==> src/rtl/keypad_scanner_if.sv <==
// Keypad matrix bundle: column sense lines in, row strobes and key report out.
// Latency: none, wires only.
// Backpressure: none; key_det/key_code are levels consumed by the debounce stage.
interface keypad_scanner_if;
    logic [3:0] col_in;     // active-low columns, pulled up externally
    logic [3:0] row_out;    // active-low one-hot row strobes
    logic       key_det;    // high while a key is held and frozen
    logic [3:0] key_code;   // last detected key, holds after release

    // scanner side
    modport master (
        input  col_in,
        output row_out,
        output key_det,
        output key_code
    );

    // keypad / downstream side
    modport slave (
        output col_in,
        input  row_out,
        input  key_det,
        input  key_code
    );
endinterface

==> src/rtl/keypad_scanner.sv <==
// 4x4 keypad row scanner: strobes rows, samples synchronized columns, freezes on a key.
// Latency: key_det/key_code update on the edge ending a row's DWELL-th cycle (<= DWELL+2 from col_in).
// Backpressure: none; outputs are levels, downstream debounce samples them at will.
module keypad_scanner #(
    parameter int DWELL = 4000
) (
    input  logic             clk,
    input  logic             reset,
    keypad_scanner_if.master kp
);
    localparam int               CNT_W    = (DWELL > 1) ? $clog2(DWELL) : 1;
    localparam logic [CNT_W-1:0] CNT_LAST = CNT_W'(DWELL - 1);

    typedef enum logic {
        SCAN = 1'b0,
        HOLD = 1'b1
    } state_t;

    state_t           state;
    state_t           state_nxt;
    logic [CNT_W-1:0] cnt;
    logic [CNT_W-1:0] cnt_nxt;
    logic [1:0]       row_idx;
    logic [1:0]       row_idx_nxt;
    logic [3:0]       key_code_q;
    logic [3:0]       key_code_nxt;
    logic [3:0]       col_meta;
    logic [3:0]       col_s;
    logic             sample_pt;
    logic             col_idle;

    // Row (r) and lowest low column (col0 wins) to keypad legend code.
    function automatic logic [3:0] key_map(input logic [1:0] row, input logic [3:0] cols);
        logic [1:0] c;
        logic [3:0] code;
        if (!cols[0])      c = 2'd0;
        else if (!cols[1]) c = 2'd1;
        else if (!cols[2]) c = 2'd2;
        else               c = 2'd3;
        case ({row, c})
            4'h0:    code = 4'h1;
            4'h1:    code = 4'h2;
            4'h2:    code = 4'h3;
            4'h3:    code = 4'hA;
            4'h4:    code = 4'h4;
            4'h5:    code = 4'h5;
            4'h6:    code = 4'h6;
            4'h7:    code = 4'hB;
            4'h8:    code = 4'h7;
            4'h9:    code = 4'h8;
            4'hA:    code = 4'h9;
            4'hB:    code = 4'hC;
            4'hC:    code = 4'hE;   // '*'
            4'hD:    code = 4'h0;
            4'hE:    code = 4'hF;   // '#'
            default: code = 4'hD;
        endcase
        return code;
    endfunction

    // Two-flop synchronizer; idle (all high) out of reset so no phantom key.
    always_ff @(posedge clk or posedge reset) begin
        if (reset) begin
            col_meta <= 4'hF;
            col_s    <= 4'hF;
        end else begin
            col_meta <= kp.col_in;
            col_s    <= col_meta;
        end
    end

    // Columns are only looked at on the last cycle of each dwell window.
    assign sample_pt = (cnt == CNT_LAST);
    assign col_idle  = (col_s == 4'hF);

    // State and scan datapath registers.
    always_ff @(posedge clk or posedge reset) begin
        if (reset) begin
            state      <= SCAN;
            cnt        <= '0;
            row_idx    <= 2'd0;
            key_code_q <= 4'h0;
        end else begin
            state      <= state_nxt;
            cnt        <= cnt_nxt;
            row_idx    <= row_idx_nxt;
            key_code_q <= key_code_nxt;
        end
    end

    // Next state: advance row on an idle sample, freeze and capture on a press,
    // and leave HOLD only after an all-high sample (so a key swap on the same row is ignored).
    always_comb begin
        state_nxt    = state;
        cnt_nxt      = cnt + 1'b1;
        row_idx_nxt  = row_idx;
        key_code_nxt = key_code_q;
        if (sample_pt) begin
            cnt_nxt = '0;
            case (state)
                SCAN: begin
                    if (col_idle) begin
                        row_idx_nxt = row_idx + 2'd1;
                    end else begin
                        state_nxt    = HOLD;
                        key_code_nxt = key_map(row_idx, col_s);
                    end
                end
                HOLD: begin
                    if (col_idle) begin
                        state_nxt   = SCAN;
                        row_idx_nxt = row_idx + 2'd1;
                    end
                end
                default: state_nxt = SCAN;
            endcase
        end
    end

    // Outputs decode straight from flops, so they are glitch-free registered levels.
    always_comb begin
        kp.row_out  = ~(4'b0001 << row_idx);
        kp.key_det  = (state == HOLD);
        kp.key_code = key_code_q;
    end
endmodule

==> src/flat_wrapper.sv <==
// flat-port wrapper written by rule: the top's interface ports become plain ports
module keypad_scanner_flat 
#(
    parameter int DWELL = 4000
)
  (clk, reset, kp_col_in, kp_row_out, kp_key_det, kp_key_code);
  keypad_scanner_if kp_i ();
  input  logic clk;
  input  logic reset;
  input wire logic [$bits(kp_i.col_in)-1:0] kp_col_in;
  output wire logic [$bits(kp_i.row_out)-1:0] kp_row_out;
  output wire logic [$bits(kp_i.key_det)-1:0] kp_key_det;
  output wire logic [$bits(kp_i.key_code)-1:0] kp_key_code;
  assign kp_i.col_in = kp_col_in;
  assign kp_row_out = kp_i.row_out;
  assign kp_key_det = kp_i.key_det;
  assign kp_key_code = kp_i.key_code;
  keypad_scanner #(.DWELL(DWELL)) u_core (.clk(clk), .reset(reset), .kp(kp_i));
endmodule
==> config.mk <==
export PLATFORM = sky130hd
export DESIGN_NAME = keypad_scanner_flat
export DESIGN_NICKNAME = d
export VERILOG_FILES = /design/src/rtl/keypad_scanner_if.sv /design/src/rtl/keypad_scanner.sv /design/src/flat_wrapper.sv
export SDC_FILE = /design/constraint.sdc
export NUM_CORES = 1
export LEC_CHECK = 0
export BUFFER_PORTS_ARGS = -buffer_cell sky130_fd_sc_hd__buf_2
export CELL_PAD_IN_SITES_DETAIL_PLACEMENT = 1
export CELL_PAD_IN_SITES_GLOBAL_PLACEMENT = 1
export CORE_UTILIZATION = 45
export DETAILED_ROUTE_END_ITERATION = 10
export PLACE_DENSITY = 0.82
export SLEW_MARGIN = 20
export SYNTH_ARGS = -nofsm -noshare
export SYNTH_HDL_FRONTEND = slang
export SYNTH_SLANG_ARGS = --single-unit
==> constraint.sdc <==
create_clock -name clk -period 2.27 [get_ports clk]
set_input_delay 0.1135 -clock clk [delete_from_list [all_inputs] [get_ports clk]]
set_output_delay 0.1135 -clock clk [all_outputs]
set_load 0.03 [all_outputs]
# Yosys cells after proc, flatten, opt, wreduce, memory -nomap -nowiden
# Memory sizes are Yosys's and may differ from the RTL's. A register that Yosys moved wholly into a read port is not among the register bits.
# Cells that the tools add are included.
[totals] ff_bits=23 romBits=64 elab_cells=25 memories=1
[memory_table] memory="(no name shown)" words=16 width=4 rd=1 rd_ports_with_merged_regs=1 wr=0 line_no="keypad_scanner.sv:40" text="case ({row, c})"
[op_classes] n_addsub=2 n_eq_ne=2 shifts=1 n_mux=9 bitwise_logic=3 n_reduce_logical=2
[ops] operator="12-bit by 1-bit adder with 12-bit output (second input constant)" count=1
[ops] operator="12-bit equality test (second input constant)" count=1
[ops] operator="12-bit two-way mux" count=1
[ops] operator="2-bit two-way mux" count=6
[ops] operator="4-bit equality test (second input constant)" count=1
[ops] operator="4-bit NOT" count=1
[ops] operator="1-bit by 2-bit << shifter with 4-bit output (first input constant)" count=1
[ops] operator="3-bit AND reduction" count=1
[ops] operator="2-bit by 1-bit adder with 2-bit output (second input constant)" count=1
[ops] operator="1-bit two-way mux" count=2
[ops] operator="1-bit NOT" count=2
[ops] operator="2-bit AND reduction" count=1

# Longest topological paths before layout
[depth] word_depth=6 depth_mapped=7

# Worst setup path after synthesis
# Ideal clock, no wire load.
[synth_path] path_type="register to register" start="reg u_core.cnt[0]" end="reg u_core.key_code_q[0], in the netlist u_core.kp.key_code[0]" setup_time_ns=0.125 t_arrival_ns=1.705 required_time_ns=2.145 path_slack_ns=0.440 stages_incl_launch_ff=8 n_path_buf=2 synth_period_minus_slack_ns=1.830 path_cell_list="dfrtp_1 -> ha_1 -> and4_1 -> buf_6 -> and4b_1 -> buf_6 -> and3b_4 -> mux2_4"
[synth_via] elab_chain_len=2
[synth_rtl] element="from (decl)" line_no="keypad_scanner.sv:21" text="logic [CNT_W-1:0] cnt;"
[synth_rtl] element="from (signal assigned)" line_no="keypad_scanner.sv:85" text="cnt <= cnt_nxt;"
[synth_rtl] element="12-bit equality test" line_no="keypad_scanner.sv:73" text="assign sample_pt = (cnt == CNT_LAST);"
[synth_rtl] element="3-bit AND reduction (no source line)"
[synth_rtl] element="to (decl)" line_no="keypad_scanner.sv:25" text="logic [3:0] key_code_q;"
# No other way between the ends.
# A chain may end at the register's enable or synchronous reset.

# Worst setup path in the final report
[layout_path] start="reg u_core.cnt[0]" end="reg u_core.key_code_q[2], in the netlist u_core.kp.key_code[2]"
# Same word-level chain as after synthesis.

==> results.py <==
metrics = {
    "logic_synthesis": {
        "ys_ff_latch": 27,
        "synth_edf_count": 0,
        "yosysUniqueCellTypes": 36,
        "syn_area_um2": 1300,
        "synth_area_per_cell_um2": 11.2,
        "synth_cells": 116,
        "yosys.area.top_type": "dfrtp_1",
        "ys.flop_type": "dfrtp_1",
        "synth.yosys.seq_area_share_pct": 52.9,
        "synth_warnings": 0,
        "synth_top_area_share_pct": 36.7,
        "synth.area.top_cells": "dfrtp_1 37%, dfstp_2 16%, ha_1 4.8%",
        "syn_nets": 127,
        "synthArstFlopShare_pct": 100,
    },
    "grt": {
        "antenna_found_initial": 0,
        "grt_max_degree": 24,
        "grt_pass1_vias": 1003,
        "grt_pass1_wl_um": 4500,
        "grt_overflow": 0,
        "grt_util_all_layers_pct": 18.8,
    },
    "clock_network": {
        "numCtsBuffers": 3,
        "post-cts-setup-buffer-count": 0,
        "clock_sinks": 27,
        "clock_latency_ps": 320,
        "htreeDepth": 1,
        "clk_pin_slew_ps": 130,
        "clock_path_buffers": 2,
        "tritoncts": "built",
        "cts_root_buf": "clkbuf_4",
    },
    "floorplanning": {
        "fp.dieH_um": 55.7,
        "die_w_um": 55.7,
        "core_area_um2": 2730,
        "start_util_pct": 47.4,
        "rows": 19,
        "io_pins": 15,
        "dieArea_um2": 3100,
    },
    "power_and_ir_drop": {
        "power_frac_seq_pct": 68.5,
        "combPwrFrac_pct": 3.9,
        "switchingPower_w": 0.000153,
        "switching_share_pct": 21.0,
        "clkPwrFrac_pct": 27.6,
        "power.density_nw_per_um2": 501,
        "total_leakage_power_nw": 0.661,
        "p_int_w": 0.000577,
        "total_power_w": 0.000730,
        "peakVddDrop_mv": 0.395,
    },
    "sta": {
        "fmax_mhz": 519,
        "period_needed_ps": 1930,
        "worst_clock_skew_ps": 2.02,
        "min_period_over_period_pct": 84.9,
        "setup_viol_count_final": 0,
        "worst_pin_slew_ps": 826,
        "final-hold-violation-count": 0,
        "relSlewSlack_pct": 44.9,
        "rsz0062_at_grt": "no",
        "maxSlewViolCount": 0,
        "final.setup.tns_ps": 0,
    },
    "finish": {
        "final_common_cell": "dfrtp_1",
        "fin_nets": 148,
        "area_delta_synth_final_pct": 12.3,
        "drive_gt1_share_pct": 25.7,
        "antennaDiodeCount": 0,
        "final_cell_mix": "19 x dfrtp_1, 14 x buf_2, 10 x nand2_1",
    },
    "route": {
        "drt_iter0_markers": 30,
        "vias": 898,
        "wirelength_um": 2390,
        "detail_route.vias_per_cell": 5.38,
        "first_pass_iters": 4,
        "wl_per_cell_um": 14.3,
        "drtAntennaViolNets": 0,
        "drc": 0,
    },
    "critical_path": {
        "arrival_ps": 2150,
        "path_max_fanout": 6,
        "cp.required_ps": 2490,
        "path_buf_inv": 0,
        "crit_type": "reg -> reg",
        "crit_family": "simple AND/OR/NAND/NOR gates",
        "endpoint_kind": "flop",
        "start_kind": "flop",
        "slowest_stage": "dfrtp_1",
        "crit_chain": "ha_1, and4_1, and4b_1, and3b_4, mux2_4",
        "max_stage_delay_ps": 410,
    },
    "job": {
        "cap_viol_max_count": 0,
    },
    "place": {
        "dp_hpwl_um": 1800,
        "port-buffer-count": 14,
        "routabilityCongestion": 0.815,
    },
    "status": {
        "status": "finished, final reports clean",
    },
    "min_path": {
        "hold_class": "reg -> reg",
    },
}
kinds of logic (layout without fill, tap and decap cells):
family | Yosys count | in the layout | synth area share [%]
AO/OA/AOI/OAI | 17 | 17 | 8.59
AND/OR/NAND/NOR | 44 | 44 | 19.8
buffers and inverters | 13 | 33 | 5.50
flip-flops | 27 | 27 | 52.9
multiplexers | 4 | 4 | 4.34
adder cells (fa/ha/maj) | 5 | 5 | 4.83
XOR/XNOR | 6 | 6 | 4.05
cell type report:
class                      instances  area [µm²]
clock buffer                       4        26.3
fill                             313        1280
inverter                           8        30.0
multi-input combinational         76         539
sequential                        27         686
tap                               31        38.8
timing repair buffer              21         135
state kept, by name, summed over array words and instances, names as in the netlist:
signal,count
u_core.cnt,12
u_core.col_meta,4
u_core.col_s,4
u_core.kp.key_code,4
u_core.kp.key_det,1
u_core.row_idx,2
worst paths after layout:
| check | start | to | slack (ps) | cells after the start |
|---|---|---|---|---|
| worst max-delay path | u_core.cnt[0] | u_core.kp.key_code[2] | 340 | 5 |
| worst min-delay path | u_core.col_meta[0] | u_core.col_s[0] | 370 | 0 |
| worst max register to register | u_core.cnt[0] | u_core.kp.key_code[2] | 340 | 5 |
| worst min register to register | u_core.col_meta[0] | u_core.col_s[0] | 370 | 0 |
| max in group asynchronous | reset | u_core.col_s[3] | 1110 | 4 |
| min in group asynchronous | reset | u_core.row_idx[0] | 500 | 3 |
per-layer routing:
| layer | track usage, % | up-vias | part of all wire (%) |
|---|---|---|---|
| met4 | 8.21 | 0 | 1.6 |
| met1 | 24.9 | 441 | 47 |
| met5 | 0 | - | 0 |
| li1 | - | 439 | - |
| met2 | 30.8 | 13 | 49 |
| met3 | 2.79 | 5 | 2.3 |
what timing repair did:
action | CTS | global route
hold endpoints to repair | 23 | 0
resized for setup | 0 | 0
hold buffers | 5 | 0
per-stage QoR:
stage	cells	setup WS, ps	instance area (µm²)	util [%]	hold slack [ps]
after floorplan	116	440	1300	-	118
after detailed placement	158	346	1380	50.4	221
after CTS	167	328	1460	53.2	367
final	167	342	1460	53.2	366
after global routing	167	201	1460	53.2	373
after global placement	158	453	1380	50.4	218
cell usage after synthesis, drive strengths merged, types with 2 or more instances:
master	count
buf	3
nor2	7
nand2b	3
mux2	4
dfstp	8
inv	8
xor2	3
nand2	10
a21oi	4
nand3	6
clkbuf	2
and4	3
nor2b	3
or3	2
ha	5
xnor2	3
nand4	2
a41oi	2
dfrtp	19
nand3b	3
o21ai	4
power by group through the flow:
stage	Sequential [W]	Combinational [W]	Clock [W]
2_1_floorplan	0.000505	0.0000151	0
3_3_place_gp	0.000508	0.0000215	0
3_5_place_dp	0.000509	0.0000229	0
4_1_cts	0.000500	0.0000294	0.000212
5_1_grt	0.000502	0.0000327	0.000227
6_report	0.000500	0.0000283	0.000201
worst register-to-register path: stages (launching register included):
cell	delay, ps
dfrtp_1	410
ha_1	220
and4_1	320
and4b_1	310
and3b_4	270
mux2_4	310
Power figures use the tool's default switching activity.
